==> src/rtl/snake_pkg.sv <==
// Shared types and constants for the seed exchange link stage.
package snake_pkg;

    // Transmit-side state: send the two seed bytes, then wait for the peer's ACK.
    typedef enum logic [2:0] {
        IDLE     = 3'd0,
        SEND_X   = 3'd1,
        SEND_Y   = 3'd2,
        WAIT_ACK = 3'd3,
        DONE     = 3'd4,
        FAIL     = 3'd5
    } seed_tx_state_e;

    // Receive-side parser state: expecting the X byte or the Y byte of a packet.
    typedef enum logic {
        WAIT_X = 1'b0,
        WAIT_Y = 1'b1
    } seed_rx_state_e;

    localparam logic [2:0] SEED_TAG_X = 3'b101;
    localparam logic [2:0] SEED_TAG_Y = 3'b110;
    localparam logic [7:0] SEED_ACK   = 8'hAC;

    // Builds one packet byte from a 3-bit tag and a 5-bit seed field.
    function automatic logic [7:0] seed_byte(input logic [2:0] tag, input logic [4:0] value);
        return {tag, value};
    endfunction

endpackage

==> src/rtl/seed_rx_parser.sv <==
// Parses the peer's 2-byte seed packets and holds the latest remote seeds.
// The ACK byte shares the X tag bits, so it is filtered out before tag decoding.
module seed_rx_parser
    import snake_pkg::*;
#(
    parameter int unsigned TIMEOUT_CYCLES = 75_000_000,
    parameter logic [7:0]  ACK_BYTE       = SEED_ACK
) (
    input  logic       clk_75,
    input  logic       rst,
    input  logic [7:0] rx_data,
    input  logic       rx_valid,
    output logic [4:0] seed_x_in,
    output logic [4:0] seed_y_in,
    output logic       remote_valid,
    output logic       pkt_done,
    output logic       ack_seen
);

    localparam int TW = (TIMEOUT_CYCLES < 1) ? 1 : $clog2(TIMEOUT_CYCLES + 1);

    seed_rx_state_e state_reg, state_next;
    logic [TW-1:0]  gap_reg, gap_next;
    logic [4:0]     temp_x_reg, temp_x_next;
    logic [4:0]     seed_x_reg, seed_x_next;
    logic [4:0]     seed_y_reg, seed_y_next;
    logic           remote_valid_reg, remote_valid_next;

    logic is_ack_byte;
    logic is_x_byte;
    logic is_y_byte;
    logic is_other_byte;

    assign is_ack_byte   = rx_valid && (rx_data == ACK_BYTE);
    assign is_x_byte     = rx_valid && !is_ack_byte && (rx_data[7:5] == SEED_TAG_X);
    assign is_y_byte     = rx_valid && !is_ack_byte && (rx_data[7:5] == SEED_TAG_Y);
    assign is_other_byte = rx_valid && !is_ack_byte && !is_x_byte && !is_y_byte;

    assign ack_seen     = is_ack_byte;
    assign seed_x_in    = seed_x_reg;
    assign seed_y_in    = seed_y_reg;
    assign remote_valid = remote_valid_reg;

    // Parser state, gap timer and remote seed registers.
    always_ff @(posedge clk_75 or posedge rst) begin
        if (rst) begin
            state_reg        <= WAIT_X;
            gap_reg          <= '0;
            temp_x_reg       <= '0;
            seed_x_reg       <= '0;
            seed_y_reg       <= '0;
            remote_valid_reg <= 1'b0;
        end else begin
            state_reg        <= state_next;
            gap_reg          <= gap_next;
            temp_x_reg       <= temp_x_next;
            seed_x_reg       <= seed_x_next;
            seed_y_reg       <= seed_y_next;
            remote_valid_reg <= remote_valid_next;
        end
    end

    // Next-state logic: an X byte always (re)starts a packet, a Y byte completes it.
    always_comb begin
        state_next        = state_reg;
        gap_next          = gap_reg;
        temp_x_next       = temp_x_reg;
        seed_x_next       = seed_x_reg;
        seed_y_next       = seed_y_reg;
        remote_valid_next = remote_valid_reg;
        pkt_done          = 1'b0;
        case (state_reg)
            WAIT_X: begin
                if (is_x_byte) begin
                    temp_x_next = rx_data[4:0];
                    gap_next    = TW'(TIMEOUT_CYCLES);
                    state_next  = WAIT_Y;
                end
            end
            WAIT_Y: begin
                if (is_x_byte) begin
                    temp_x_next = rx_data[4:0];
                    gap_next    = TW'(TIMEOUT_CYCLES);
                end else if (is_y_byte) begin
                    seed_x_next       = temp_x_reg;
                    seed_y_next       = rx_data[4:0];
                    remote_valid_next = 1'b1;
                    pkt_done          = 1'b1;
                    state_next        = WAIT_X;
                end else if (is_other_byte) begin
                    state_next = WAIT_X;
                end else if (gap_reg <= TW'(1)) begin
                    gap_next   = '0;
                    state_next = WAIT_X;
                end else begin
                    gap_next = gap_reg - TW'(1);
                end
            end
            default: begin
                state_next = WAIT_X;
            end
        endcase
    end

endmodule

==> src/rtl/seed_exchange.sv <==
// Link stage: sends local seeds as a tagged packet with ACK/retry, and ACKs
// packets received from the peer. Seed bytes take priority over a pending ACK
// so an ACK is never placed between byte0 and byte1.
module seed_exchange
    import snake_pkg::*;
#(
    parameter int unsigned TIMEOUT_CYCLES = 75_000_000,
    parameter int unsigned MAX_RETRIES    = 3,
    parameter logic [7:0]  ACK_BYTE       = SEED_ACK
) (
    input  logic       clk_75,
    input  logic       rst,
    input  logic [4:0] seed_x,
    input  logic [4:0] seed_y,
    input  logic       seed_rdy,
    output logic [7:0] tx_data,
    output logic       tx_valid,
    input  logic       tx_ready,
    input  logic [7:0] rx_data,
    input  logic       rx_valid,
    output logic [4:0] seed_x_in,
    output logic [4:0] seed_y_in,
    output logic       remote_valid,
    output logic       link_ok,
    output logic       link_err
);

    localparam int TW = (TIMEOUT_CYCLES < 1) ? 1 : $clog2(TIMEOUT_CYCLES + 1);
    localparam int RW = (MAX_RETRIES < 1) ? 1 : $clog2(MAX_RETRIES + 1);

    seed_tx_state_e state_reg, state_next;
    logic           seed_rdy_prev_reg;
    logic [4:0]     lat_x_reg, lat_x_next;
    logic [4:0]     lat_y_reg, lat_y_next;
    logic [RW-1:0]  retry_reg, retry_next;
    logic [TW-1:0]  timer_reg, timer_next;
    logic           ack_pending_reg, ack_pending_next;
    logic           start_wait_reg, start_wait_next;

    logic pkt_done;
    logic ack_seen;
    logic rdy_rise;
    logic seed_send;
    logic ack_send;
    logic ack_hs;

    seed_rx_parser #(
        .TIMEOUT_CYCLES (TIMEOUT_CYCLES),
        .ACK_BYTE       (ACK_BYTE)
    ) u_rx_parser (
        .clk_75       (clk_75),
        .rst          (rst),
        .rx_data      (rx_data),
        .rx_valid     (rx_valid),
        .seed_x_in    (seed_x_in),
        .seed_y_in    (seed_y_in),
        .remote_valid (remote_valid),
        .pkt_done     (pkt_done),
        .ack_seen     (ack_seen)
    );

    assign rdy_rise  = seed_rdy && !seed_rdy_prev_reg;
    assign seed_send = (state_reg == SEND_X) || (state_reg == SEND_Y);
    assign ack_send  = ack_pending_reg && !seed_send;
    assign ack_hs    = ack_send && tx_ready;

    assign link_ok  = (state_reg == DONE);
    assign link_err = (state_reg == FAIL);

    // Byte mux towards the UART: seed bytes in the send states, otherwise a pending ACK.
    always_comb begin
        tx_valid = seed_send || ack_send;
        tx_data  = 8'h00;
        if (state_reg == SEND_X) begin
            tx_data = seed_byte(SEED_TAG_X, lat_x_reg);
        end else if (state_reg == SEND_Y) begin
            tx_data = seed_byte(SEED_TAG_Y, lat_y_reg);
        end else if (ack_send) begin
            tx_data = ACK_BYTE;
        end
    end

    // Edge-detect register; it resets high so a seed_rdy already high at reset
    // release is not mistaken for a new request.
    always_ff @(posedge clk_75 or posedge rst) begin
        if (rst) begin
            seed_rdy_prev_reg <= 1'b1;
        end else begin
            seed_rdy_prev_reg <= seed_rdy;
        end
    end

    // TX state, latched seeds, retry/timeout counters and ACK bookkeeping.
    always_ff @(posedge clk_75 or posedge rst) begin
        if (rst) begin
            state_reg       <= IDLE;
            lat_x_reg       <= '0;
            lat_y_reg       <= '0;
            retry_reg       <= '0;
            timer_reg       <= '0;
            ack_pending_reg <= 1'b0;
            start_wait_reg  <= 1'b0;
        end else begin
            state_reg       <= state_next;
            lat_x_reg       <= lat_x_next;
            lat_y_reg       <= lat_y_next;
            retry_reg       <= retry_next;
            timer_reg       <= timer_next;
            ack_pending_reg <= ack_pending_next;
            start_wait_reg  <= start_wait_next;
        end
    end

    // ACK bookkeeping: a newly completed packet wins over a simultaneous ACK handshake.
    always_comb begin
        ack_pending_next = ack_pending_reg;
        if (pkt_done) begin
            ack_pending_next = 1'b1;
        end else if (ack_hs) begin
            ack_pending_next = 1'b0;
        end
    end

    // TX next-state logic; dropping seed_rdy aborts any transfer in progress.
    always_comb begin
        state_next      = state_reg;
        lat_x_next      = lat_x_reg;
        lat_y_next      = lat_y_reg;
        retry_next      = retry_reg;
        timer_next      = timer_reg;
        start_wait_next = start_wait_reg;
        case (state_reg)
            IDLE: begin
                if (!seed_rdy) begin
                    start_wait_next = 1'b0;
                end else if (rdy_rise || start_wait_reg) begin
                    if (rdy_rise) begin
                        lat_x_next = seed_x;
                        lat_y_next = seed_y;
                    end
                    // A pending ACK goes out first; the request is held meanwhile.
                    if (ack_pending_reg && !tx_ready) begin
                        start_wait_next = 1'b1;
                    end else begin
                        start_wait_next = 1'b0;
                        retry_next      = '0;
                        state_next      = SEND_X;
                    end
                end
            end
            SEND_X: begin
                if (!seed_rdy) begin
                    state_next = IDLE;
                end else if (tx_ready) begin
                    state_next = SEND_Y;
                end
            end
            SEND_Y: begin
                if (!seed_rdy) begin
                    state_next = IDLE;
                end else if (tx_ready) begin
                    timer_next = TW'(TIMEOUT_CYCLES);
                    state_next = WAIT_ACK;
                end
            end
            WAIT_ACK: begin
                if (timer_reg != '0) begin
                    timer_next = timer_reg - TW'(1);
                end
                if (!seed_rdy) begin
                    state_next = IDLE;
                end else if (ack_seen) begin
                    state_next = DONE;
                end else if (timer_reg <= TW'(1)) begin
                    if (retry_reg < RW'(MAX_RETRIES)) begin
                        retry_next = retry_reg + RW'(1);
                        state_next = SEND_X;
                    end else begin
                        state_next = FAIL;
                    end
                end
            end
            DONE, FAIL: begin
                if (!seed_rdy) begin
                    state_next = IDLE;
                end
            end
            default: begin
                state_next = IDLE;
            end
        endcase
    end

endmodule

==> config.mk <==
export PLATFORM = sky130hd
export DESIGN_NAME = seed_exchange
export DESIGN_NICKNAME = d
export VERILOG_FILES = /design/src/rtl/snake_pkg.sv /design/src/rtl/seed_rx_parser.sv /design/src/rtl/seed_exchange.sv
export SDC_FILE = /design/constraint.sdc
export NUM_CORES = 1
export LEC_CHECK = 0
export BUFFER_PORTS_ARGS = -buffer_cell sky130_fd_sc_hd__buf_2
export CORE_AREA = 2 2 144 146
export CTS_BUF_LIST = sky130_fd_sc_hd__clkbuf_2 sky130_fd_sc_hd__clkbuf_4 sky130_fd_sc_hd__clkbuf_8
export CTS_CLUSTER_SIZE = 12
export DETAILED_ROUTE_END_ITERATION = 6
export DIE_AREA = 0 0 146 148
export SETUP_SLACK_MARGIN = 0.1
export SLEW_MARGIN = 10
export SYNTH_ARGS = -nofsm -noshare
export SYNTH_HDL_FRONTEND = slang
export SYNTH_HIERARCHICAL = 1
export SYNTH_SLANG_ARGS = --single-unit
==> constraint.sdc <==
create_clock -name clk_75 -period 6.5 [get_ports clk_75]
set_input_delay 0.65 -clock clk_75 [delete_from_list [all_inputs] [get_ports clk_75]]
set_output_delay 0.65 -clock clk_75 [all_outputs]
set_load 0.005 [all_outputs]
# Word-level counts from Yosys, hierarchy flattened
# Cells that the tools add are included.
# word_totals
register_bits,89
input_bits,23
output_inout_bits,22
# classes
n_addsub,3
order_cmp,3
n_eq_ne,26
muxes,49
bitwise_logic,2
reduce_logical,32
# op_table
cell,count
two-way mux 27 bit,8
case mux 27 bit (2 select lines),2
"less-or-equal comparator 27 x 1 -> 1 bit, second input constant",2
"subtractor 27 x 1 -> 27 bit, second input constant",2
two-way mux 3 bit,12
nonzero test 27 bit,1
two-way mux 8 bit,3
"!= test 2 bit, second input constant",11
case mux 3 bit (5 select lines),1
two-way mux 2 bit,7
two-way mux 1 bit,13
"equality test 3 bit, second input constant",4
"!= test 3 bit, second input constant",4
logical AND 1 bit,10
"equality test 8 bit, second input constant",1
AND reduction 4 bit,2
AND reduction 8 bit,1
AND reduction 7 bit,1
"equality test 3 x 2 -> 1 bit, second input constant",2
logical NOT 1 bit,6
AND reduction 3 bit,2
nonzero test 2 bit,3
two-way mux 5 bit,1
"!= test 2 x 1 -> 1 bit, second input constant",2
other kinds (11),14

# Longest topological paths before layout
# Gate-level depths: netlist of run 1.
# depth
depth_word,12
ltp_mapped,8
ltp_nobuf,7

# Cells and area by module
# The synthesis of run 1 kept the hierarchy.
# modules_own_cells
module,instances,cells_per_inst,area_per_inst_um2,seq_area_each_um2
seed_exchange,1,272,2668.8,1127.3
seed_rx_parser,1,218,2299.7,1101.1

# Worst setup path after synthesis of run 1
# OpenSTA, ideal clock, no wires.
# synth_path
path_type,register -> register
start,register timer_reg[20]
end,register retry_reg[0]
setup_ns,0.125
arrival_time_ns,2.103
slack_ns,4.271
path_stages_with_launch,6
period_less_slack_ns,2.229
cell_sequence,dfrtp_1 -> or4_4 -> or4_4 -> nor4_4 -> o21ai_2 -> mux2_4
# synth_via
elab_chain_len,3
# synth_lines
item,line,text
from (decl),seed_exchange.sv:36,"logic [TW-1:0] timer_reg, timer_next;"
from (signal assigned),seed_exchange.sv:108,timer_reg <= timer_next;
less-or-equal comparator 27 x 1 -> 1 bit,seed_exchange.sv:174,end else if (timer_reg <= TW'(1)) begin
!= test 2 bit (no line),--,
AND reduction 8 bit (no line),--,
to (signal assigned),seed_exchange.sv:107,retry_reg <= retry_next;
to (decl),seed_exchange.sv:35,"logic [RW-1:0] retry_reg, retry_next;"
# Every way passes these cells.
# A chain may end at the register's enable or synchronous reset.

==> results of run 1 <==
## how the worst max path moves through the flow
stage                  startpoint  slack [ps]            end
finish               state_reg[1]        3350  timer_reg[14]
global route         state_reg[1]        3090  timer_reg[14]
CTS                  state_reg[1]        3320  timer_reg[14]
detailed placement   state_reg[1]        3370  timer_reg[14]
global placement     state_reg[1]        3490  timer_reg[14]
floorplan           timer_reg[20]        4270   retry_reg[0]
## synth_stat cells (9+ instances only)
library cell  instances
dfrtp_1              88
nand2_1              47
nor2_1               33
mux2_2               22
nand3_1              21
nor3_1               18
a21oi_1              17
clkbuf_1             14
inv_1                14
o21ai_0              14
nor4_1               11
nand4_1              10
o21ai_1              10
mux2i_1               9
o31ai_1               9
or4_1                 9
## stage by stage
step / hold WS (ps) / total power, W
6_report: 449.9 / 0.001629
5_1_grt: 439.5 / 0.001750
4_1_cts: 434.4 / 0.001647
3_5_place_dp: 448.6 / 0.001280
3_3_place_gp: 443.8 / 0.001270
2_1_floorplan: 440.1 / 0.001138
## logic make-up (layout without fill, tap and decap cells)
family	after synthesis	count (layout)	synth area share, %
flops	89	89	44.85
simple gates	215	215	26.39
compound gates	113	113	16.75
mux	32	32	7.102
xor+xnor	1	1	0.1763
buf+inv	34	76	3.223
fa+ha+maj	6	6	1.511
## final cells by class
class | count | area (µm²) | share of cell area [%]
multi-input combinational | 367 | 2580 | 45.98
sequential | 89 | 2228 | 39.71
tap | 270 | 337.8 | 6.020
timing repair buffer | 46 | 235.2 | 4.192
clock buffer | 9 | 123.9 | 2.207
clock inverter | 7 | 53.80 | 0.9588
inverter | 14 | 52.55 | 0.9365
## power by group through the flow
stage | Sequential (W) | Clock [W] | Combinational (W)
floorplan | 0.000795 | 0 | 0.000343
global placement | 0.000831 | 0 | 0.000439
detailed placement | 0.000833 | 0 | 0.000447
CTS | 0.000822 | 0.000376 | 0.000449
global route | 0.000849 | 0.000396 | 0.000506
finish | 0.000825 | 0.000358 | 0.000445
## routing by layer
layer	global-route usage (%)	up-vias
met2	17.12	70
met1	15.49	1911
met3	2.562	7
met4	2.621	0
li1	-	1935
met5	0	-
==> results.txt, run 1 <==
----------------------------------------------------
[Outcome]
  Status ... finished, final reports clean

[Global route]
  Maximum number of pins on one net before global-route repair ... 46
  Remaining global-route overflow ... 0
  Global-route wire length before repair ... 19640 µm
  Via count of the first global-routing pass ... 3831
  Number of antenna violations at the first check in global routing ... 0
  Global router's overall resource usage ... 10.99%

[Routing]
  Number of DRC violations after detailed-routing iteration 0 ... 277
  DRT met1 WL ... 5767 µm
  Wirelength, routed ... 11430 µm
  Pre-Repair DR Iteration Count ... 4
  Uppermost signal routing layer after detailed routing ... met4
  Met2 WL ... between 5000 and 6000 µm
  Routed length on met3 ... 392 µm
  Vias ... roughly 4000
  Average detailed-routed wire length per instance ... between 10 and 15 µm
  Via count normalized by instance count ... slightly below 5
  Remaining DRCs ... 0
  Remaining antenna violation count ... 0

[Critical path]
  Critical Path Sink Type ... register
  Worst stage delay on the critical path ... 730 ps
  Launching point of the worst reg2reg path ... state_reg[1]
  Critical Path RT ... 6790 ps
  Buffers plus inverters on the worst setup path ... 0
  CP startpoint kind ... register
  WP depth ... 5
  Register-to-register path setup slack ... 3350 ps
  Arr. time, crit path ... 3450 ps
  Endpoint of the lowest-slack register-to-register path ... timer_reg[14]
  Worst setup path category ... reg -> reg
  Slowest CP cell ... nand3_1
  FF-to-FF path depth ... 5
  Critical-path cell list ... nor2b_1, nand3_1, a21o_1, a2111oi_0, mux2i_1
  Cell family contributing the most delay on the critical path ... simple AND/OR/NAND/NOR gates
  Highest net fanout along the worst path ... 23

[Min path]
  Cell count of the worst hold path ... 1
  Hold crit path type ... in -> reg
  Hold Path Origin ... seed_rdy
  Min-Delay Endpoint ... seed_rdy_prev_reg

[Finish]
  Number of fillers in the final layout ... roughly 2200
  Most frequent standard cell in the layout excluding fill and tap cells ... dfrtp_1
  Final core utilization ... 28.00%
  Commonest cells after routing, fill and taps aside ... dfrtp_1, nand2_1, buf_2, nor2_1, mux2_2
  Finished Layout Cells ... about 800
  Summed area of non-filler cells in the final layout ... about 0.0056 mm²
  Total number of nets in the final design ... 556
  Count of antenna diodes in the layout ... 0
  Share of final-layout standard cells stronger than drive strength 1 ... 21.43%
  Area Growth Syn to Fin ... 12.94%

[Synth]
  Mean area per synthesized cell ... 10.14 µm²
  Number of flops mapped to enable cells by yosys ... 0
  Top-area cell type share of the netlist area ... 44.32%
  Syn Std Cell Area ... 0.004969 mm²
  Total number of yosys warnings ... 6
  Cell taking the most area after synthesis ... dfrtp_1
  Number of distinct standard cells referenced by the synthesized netlist ... 69
  Sequential-to-total area share from yosys stat ... around 45%
  Syn Nets ... about 520
  Async set-reset flop share out of synthesis ... 100.0%
  Cells after Synth ... 490
  Top cells by area in the synthesized netlist ... dfrtp_1, mux2_2, nand2_1
  Number of storage elements in the synthesis netlist ... 89
  Flip-flop cell with the highest count after synthesis ... dfrtp_1

[Floorplanning]
  Core footprint ... 0.02004 mm²
  Die X ... roughly 150 µm
  Die outline height ... 148 µm
  Number of primary I/O pins ... between 40 and 50
  Number of placement rows ... 52
  Total Die Area ... 0.02161 mm²
  Effective utilization at floorplan ... 24.79%

[Clocking]
  Reg clk slew, reported paths ... 90 ps
  CTS tree ... built
  Clock H-tree levels ... 3
  Total clock buffers created by CTS ... 9
  Post-CTS resize count ... 0
  Sinks on the clock net ... 89
  Hold Buf Count CTS ... 0
  Number of setup buffers added after CTS ... 0
  Clock insertion delay at the later pin of the skew report ... around 370 ps
  Root Driver ... clkbuf_8
  Clk buf depth ... 2

[Timing]
  Share of the cycle needed by the critical path after routing ... 48.51%
  Hold violation total from the final report ... 0
  Actual slew at the worst max-slew pin ... approximately 1200 ps
  Peak clock frequency supported by timing ... 317.1 MHz
  Unrepaired setup endpoints after global routing ... no
  Setup Skew ... approximately 10 ps
  Final period demand of the worst path ... 3153 ps
  Aggregate negative setup slack ... 0 ps
  Setup slack of the critical path after layout ... 3347 ps
  Normalized max-slew margin ... 21.92%
  Setup-failing EPs final ... 0
  Final max-slew violation count ... 0

[Power]
  Max IR drop VDD ... 0.00009768 V
  Internal Dissipation ... 0.001027 W
  Total power density per cell area ... 290.2 mW/mm²
  Net load switching power ... 0.0006019 W
  Combinational share of power ... 27.4%
  Total leakage power ... 2.271 nW
  Register share of total power ... 50.7%
  Share of total power in the clock network ... between 20% and 30%
  Sw Share ... 36.96%

[Placement]
  Sum of net half-perimeters after detailed placement ... 7670 µm
  Number of cells in the design after placement ... 786
  Routability congestion estimate ... around 0.8
  Cell area after placement ... 0.005434 mm²
  Port Buffer Count ... 44
  Worst slack at placement ... 3374 ps

[Job]
  # Max-Cap Violations ... 0

----------------------------------------------------
No activity file was read; power rests on OpenSTA's default activity.
==> run 2, diff against run 1 <==
Clock period 6.5 ns to 3 ns, I/O delays scaled along.
==> results.txt, run 2 (synthesized netlist as in run 1, its figures left out) <==
----------------------------------------------------
[Timing]
  Actual slew at the worst max-slew pin ... 950.8 ps (was 1167 ps)
  Setup-failing EPs final ... 0 (unchanged)
  Aggregate negative setup slack ... 0 ps (unchanged)
  Share of the cycle needed by the critical path after routing ... 79.97% (was 48.51%)
  Setup Skew ... 11.70 ps (was 10.15 ps)
  Hold violation total from the final report ... 0 (unchanged)
  Setup slack of the critical path after layout ... 601.0 ps (was 3347 ps)
  Final period demand of the worst path ... 2399 ps (was 3153 ps)
  Peak clock frequency supported by timing ... 416.8 MHz (was 317.1 MHz)
  Normalized max-slew margin ... 36.52% (was 21.92%)
  Final max-slew violation count ... 0 (unchanged)
  Unrepaired setup endpoints after global routing ... no (unchanged)

[Finish]
  Most frequent standard cell in the layout excluding fill and tap cells ... dfrtp_1 (unchanged)
  Total number of nets in the final design ... 566 (was 556)
  Area Growth Syn to Fin ... 14.98% (was 12.94%)
  Count of antenna diodes in the layout ... 0 (unchanged)
  Share of final-layout standard cells stronger than drive strength 1 ... 22.74% (was 21.43%)
  Commonest cells after routing, fill and taps aside ... dfrtp_1, nand2_1, buf_2, nor2_1, mux2_2 (unchanged)

[Clocking]
  Post-CTS resize count ... 0 (unchanged)
  Clock insertion delay at the later pin of the skew report ... 370 ps (about the same)
  Clk buf depth ... 2 (unchanged)
  Total clock buffers created by CTS ... 9 (unchanged)
  Clock H-tree levels ... 3 (unchanged)
  Number of setup buffers added after CTS ... 0 (unchanged)
  Root Driver ... clkbuf_8 (unchanged)
  Hold Buf Count CTS ... 0 (unchanged)
  Sinks on the clock net ... 89 (unchanged)
  CTS tree ... built (unchanged)
  Reg clk slew, reported paths ... 100 ps (was 90 ps)

[Critical path]
  Endpoint of the lowest-slack register-to-register path ... u_rx_parser/gap_reg[24] (was timer_reg[14])
  Cell family contributing the most delay on the critical path ... compound AO/OA/AOI/OAI gates (was simple AND/OR/NAND/NOR gates)
  Critical Path Sink Type ... register (unchanged)
  Buffers plus inverters on the worst setup path ... 0 (unchanged)
  Arr. time, crit path ... 2630 ps (was 3450 ps)
  Highest net fanout along the worst path ... 15 (was 23)
  CP startpoint kind ... register (unchanged)
  Critical Path RT ... 3230 ps (was 6790 ps)
  Worst setup path category ... reg -> reg (unchanged)
  Critical-path cell list ... nor4_1, nand2_1, o41a_1, a41oi_1, a31oi_1 (was nor2b_1, nand3_1, a21o_1, a2111oi_0, mux2i_1)
  Slowest CP cell ... o41a_1 (was nand3_1)
  Launching point of the worst reg2reg path ... u_rx_parser/gap_reg[22] (was state_reg[1])
  FF-to-FF path depth ... 5 (unchanged)
  Register-to-register path setup slack ... 600 ps (was 3350 ps)
  Worst stage delay on the critical path ... 660 ps (was 730 ps)

[Power]
  Total leakage power ... 2.331 nW (was 2.271 nW)
  Total power density per cell area ... 633.7 mW/mm² (was 290.2 mW/mm²)
  Max IR drop VDD ... 0.0002778 V (was 0.00009768 V)

[Global route]
  Via count of the first global-routing pass ... 3848 (was 3831)
  Number of antenna violations at the first check in global routing ... 0 (unchanged)
  Global-route wire length before repair ... 19590 µm (was 19640 µm)
  Global router's overall resource usage ... 11.03% (was 10.99%)
  Remaining global-route overflow ... 0 (unchanged)
  Maximum number of pins on one net before global-route repair ... 46 (unchanged)

[Routing]
  Pre-Repair DR Iteration Count ... 5 (was 4)
  Remaining antenna violation count ... 0 (unchanged)
  Remaining DRCs ... 0 (unchanged)
  Wirelength, routed ... 11450 µm (was 11430 µm)
  Via count normalized by instance count ... 4.936 (was 4.892)
  Vias ... 4003 (was 3923)
  Average detailed-routed wire length per instance ... 14.11 µm (was 14.26 µm)
  Number of DRC violations after detailed-routing iteration 0 ... 272 (was 277)

[Outcome]
  Status ... finished, final reports clean (unchanged)

[Placement]
  Worst slack at placement ... 596.2 ps (was 3374 ps)
  Port Buffer Count ... 44 (unchanged)
  Routability congestion estimate ... 0.8015 (was 0.7795)
  Sum of net half-perimeters after detailed placement ... 7956 µm (was 7670 µm)

[Floorplanning]
  Number of placement rows ... 52 (unchanged)
  Die X ... 146 µm (unchanged)
  Die outline height ... 148 µm (unchanged)
  Core footprint ... 0.02004 mm² (unchanged)
  Total Die Area ... 0.02161 mm² (unchanged)
  Number of primary I/O pins ... 45 (unchanged)
  Effective utilization at floorplan ... 24.79% (unchanged)

[Min path]
  Cell count of the worst hold path ... 1 (unchanged)
  Hold crit path type ... in -> reg (unchanged)
  Hold Path Origin ... seed_rdy (unchanged)
  Min-Delay Endpoint ... seed_rdy_prev_reg (unchanged)

[Job]
  # Max-Cap Violations ... 0 (unchanged)

----------------------------------------------------
-- run 2: cell type report --
cell class              count  area [µm²]
clock inverters             4       52.55
fillers                  2168       14330
repair buffers             56       310.3
multi-input cells         367        2580
inverters                  14       52.55
well taps                 270       337.8
flip-flops and latches     89        2228
clock buffers              11       151.4
-- run 2: layer usage --
layer  GRT usage [%]  vias up  share of wire [%]
met4           3.447        0                1.0
met2           17.26       62                 46
met5               0        -                  0
met3           2.222        8                2.6
met1           15.39     1975                 50
li1                -     1958                  -
-- run 2: stage by stage --
step	util [%]	cells	hold WS (ps)	power, W	cell area (µm²)
after CTS	28.51	811	93.41	0.003653	5713
after global placement	27.49	796	445.7	0.002765	5509
final	28.51	811	115.5	0.003620	5713
after floorplan	-	490	304.5	0.002465	4969
after detailed placement	27.49	796	453.8	0.002779	5509
after global routing	28.51	811	110.5	0.003885	5713
-- run 2: worst max-delay path by stage --
| stage | start | to | slack [ps] | depth (start not counted) |
|---|---|---|---|---|
| after floorplan | timer_reg[20] | retry_reg[0] | 770 | 5 |
| after global placement | rx_data[1] | u_rx_parser/gap_reg[17] | 590 | 6 |
| after detailed placement | rx_data[1] | u_rx_parser/gap_reg[17] | 600 | 6 |
| after CTS | state_reg[1] | timer_reg[14] | 600 | 4 |
| after global routing | timer_reg[0] | timer_reg[22] | 340 | 7 |
| final | u_rx_parser/gap_reg[22] | u_rx_parser/gap_reg[24] | 600 | 5 |
-- run 2: power by group --
part           leakage [nW]  total, W  internal, W  switching [W]
clock network        0.0937  0.000861     0.000426       0.000435
registers              1.08   0.00178      0.00147       0.000310
logic                  1.15  0.000975     0.000452       0.000523
total                  2.33   0.00362      0.00235        0.00127
==> run 3, diff against run 2 <==
Clock period 3 ns to 1.95 ns, I/O delays scaled along.
==> results.txt, run 3 (synthesized netlist as in run 1, its figures left out) <==
----------------------------------------------------
[Routing]
  Routed length on met3 ... 298 µm (was 296 µm)
  Remaining DRCs ... 0 (unchanged)
  Met2 WL ... 7016 µm (was 5253 µm)
  Remaining antenna violation count ... 0 (unchanged)
  Via count normalized by instance count ... 4.903 (was 4.936)
  Uppermost signal routing layer after detailed routing ... met4 (unchanged)
  Wirelength, routed ... 13950 µm (was 11450 µm)
  Number of DRC violations after detailed-routing iteration 0 ... 274 (was 272)
  Pre-Repair DR Iteration Count ... 4 (was 5)
  Vias ... 4633 (was 4003)
  DRT met1 WL ... 6448 µm (was 5780 µm)
  Average detailed-routed wire length per instance ... 14.77 µm (was 14.11 µm)

[Finish]
  Total number of nets in the final design ... 699 (was 566)
  Finished Layout Cells ... 945 (was 811)
  Commonest cells after routing, fill and taps aside ... buf_4, dfrtp_1, buf_2, nand2_1, nor2_1 (was dfrtp_1, nand2_1, buf_2, nor2_1, mux2_2)
  Area Growth Syn to Fin ... 47.29% (was 14.98%)
  Count of antenna diodes in the layout ... 0 (unchanged)
  Share of final-layout standard cells stronger than drive strength 1 ... 49.63% (was 22.74%)
  Most frequent standard cell in the layout excluding fill and tap cells ... buf_4 (was dfrtp_1)

[Critical path]
  Endpoint of the lowest-slack register-to-register path ... state_reg[1] (was u_rx_parser/gap_reg[24])
  Critical Path RT ... 2220 ps (was 3230 ps)
  Worst setup path category ... reg -> reg (unchanged)
  Highest net fanout along the worst path ... 4 (was 15)
  Launching point of the worst reg2reg path ... timer_reg[20] (was u_rx_parser/gap_reg[22])
  Critical Path Sink Type ... register (unchanged)
  Arr. time, crit path ... 2440 ps (was 2630 ps)
  Setup crit end ... state_reg[1] (was u_rx_parser/gap_reg[24])
  CP startpoint kind ... register (unchanged)
  Startpoint of the most critical setup path ... timer_reg[20] (was u_rx_parser/gap_reg[22])
  FF-to-FF path depth ... 6 (was 5)
  Register-to-register path setup slack ... -220 ps (was 600 ps)

[Timing]
  Peak clock frequency supported by timing ... 460.4 MHz (was 416.8 MHz)
  Final period demand of the worst path ... 2172 ps (was 2399 ps)
  Unrepaired setup endpoints after global routing ... yes (was no)
  Setup Skew ... 13.36 ps (was 11.70 ps)
  Setup slack of the critical path after layout ... -222.0 ps (was 601.0 ps)
  Normalized max-slew margin ... 70.22% (was 36.52%)
  Share of the cycle needed by the critical path after routing ... 111.4% (was 79.97%)
  Actual slew at the worst max-slew pin ... 446.1 ps (was 950.8 ps)
  Hold violation total from the final report ... 0 (unchanged)
  Aggregate negative setup slack ... -4410 ps (was 0 ps)
  Setup-failing EPs final ... 53 (was 0)
  Final max-slew violation count ... 0 (unchanged)

[Clocking]
  Clk buf depth ... 2 (unchanged)
  CTS tree ... built (unchanged)
  Reg clk slew, reported paths ... 100 ps (about the same)
  Clock H-tree levels ... 3 (unchanged)
  Root Driver ... clkbuf_8 (unchanged)
  Clock insertion delay at the later pin of the skew report ... 370 ps (about the same)
  Sinks on the clock net ... 89 (unchanged)
  Total clock buffers created by CTS ... 9 (unchanged)

[Global route]
  Number of antenna violations at the first check in global routing ... 0 (unchanged)
  Via count of the first global-routing pass ... 4664 (was 3848)
  Maximum number of pins on one net before global-route repair ... 28 (was 46)
  Global router's overall resource usage ... 12.83% (was 11.03%)
  Remaining global-route overflow ... 0 (unchanged)
  Global-route wire length before repair ... 22780 µm (was 19590 µm)

[Floorplanning]
  Number of placement rows ... 52 (unchanged)
  Total Die Area ... 0.02161 mm² (unchanged)
  Core footprint ... 0.02004 mm² (unchanged)
  Die outline height ... 148 µm (unchanged)
  Die X ... 146 µm (unchanged)
  Effective utilization at floorplan ... 24.79% (unchanged)
  Number of primary I/O pins ... 45 (unchanged)

[Placement]
  Number of cells in the design after placement ... 897 (was 796)
  Worst slack at placement ... -266.7 ps (was 596.2 ps)
  Routability congestion estimate ... 0.8247 (was 0.8015)
  Port Buffer Count ... 44 (unchanged)
  Sum of net half-perimeters after detailed placement ... 9583 µm (was 7956 µm)

[Min path]
  Hold crit path type ... in -> reg (unchanged)
  Cell count of the worst hold path ... 2 (was 1)

[Outcome]
  Violated checks ... setup timing
  Status ... finished, violations left (was finished, final reports clean)

[Power]
  Max IR drop VDD ... 0.0003828 V (was 0.0002778 V)
  Total power density per cell area ... 889.2 mW/mm² (was 633.7 mW/mm²)
  Total leakage power ... 3.135 nW (was 2.331 nW)

[Job]
  # Max-Cap Violations ... 0 (unchanged)

----------------------------------------------------
==> run 3: worst min path at each step <==
| stage | start | endpoint | slack (ps) |
|---|---|---|---|
| after global routing | seed_y[2] | lat_y_reg[2] | 30 |
| after floorplan | seed_rdy | seed_rdy_prev_reg | 200 |
| after CTS | seed_y[3] | lat_y_reg[3] | 40 |
| after global placement | rst | u_rx_parser/gap_reg[8] | 220 |
| final | seed_y[3] | lat_y_reg[3] | 50 |
| after detailed placement | rst | u_rx_parser/gap_reg[8] | 220 |
==> run 3: where the power goes <==
group	leakage [nW]	internal (W)	total (W)	switching (W)
logic	1.96	0.00133	0.00260	0.00127
registers	1.08	0.00227	0.00265	0.000385
clock network	0.0940	0.000491	0.00126	0.000765
total	3.14	0.00409	0.00651	0.00242
==> run 3: area by class of cell <==
| type | instances | area [µm²] |
|---|---|---|
| Fill cell | 2016 | 12720 |
| Clock inverter | 7 | 61.31 |
| Inverter | 14 | 52.55 |
| Tap cell | 270 | 337.8 |
| Timing Repair Buffer | 188 | 1409 |
| Sequential cell | 89 | 2230 |
| Clock buffer | 9 | 123.9 |
| Multi-Input combinational cell | 368 | 3104 |
==> run 3: critical path: stages, from the launching register on <==
cell     delay (ps)
dfrtp_1         390
or4_4           540
or4_4           490
nor4_4          280
buf_4           180
o32ai_2          60
and2_1          140
==> run 3: stage by stage <==
step	hold WS (ps)	power [W]	util (%)	instance area, µm²
2_1_floorplan	199.5	0.003880	-	5097
3_3_place_gp	218.2	0.004817	31.90	6392
3_5_place_dp	215.2	0.004854	31.90	6392
4_1_cts	37.39	0.006444	35.45	7103
5_1_grt	32.89	0.006940	36.52	7318
6_report	46.37	0.006507	36.52	7318
==> run 3: per-layer routing <==
layer | up-vias | track usage (%)
li1 | 2235 | -
met1 | 2323 | 16.15
met2 | 60 | 22.64
met3 | 15 | 2.438
met4 | 0 | 3.350
met5 | - | 0
==> run 3: repair_timing <==
action / CTS / global route
cloned: 3 / 0
hold buffers: 2 / 0
setup endpoints to repair: 62 / 67
setup buffers: 23 / 9
pin swaps: 40 / 27
endpoints found under the hold margin: 34 / 0
resized for setup: 73 / 45
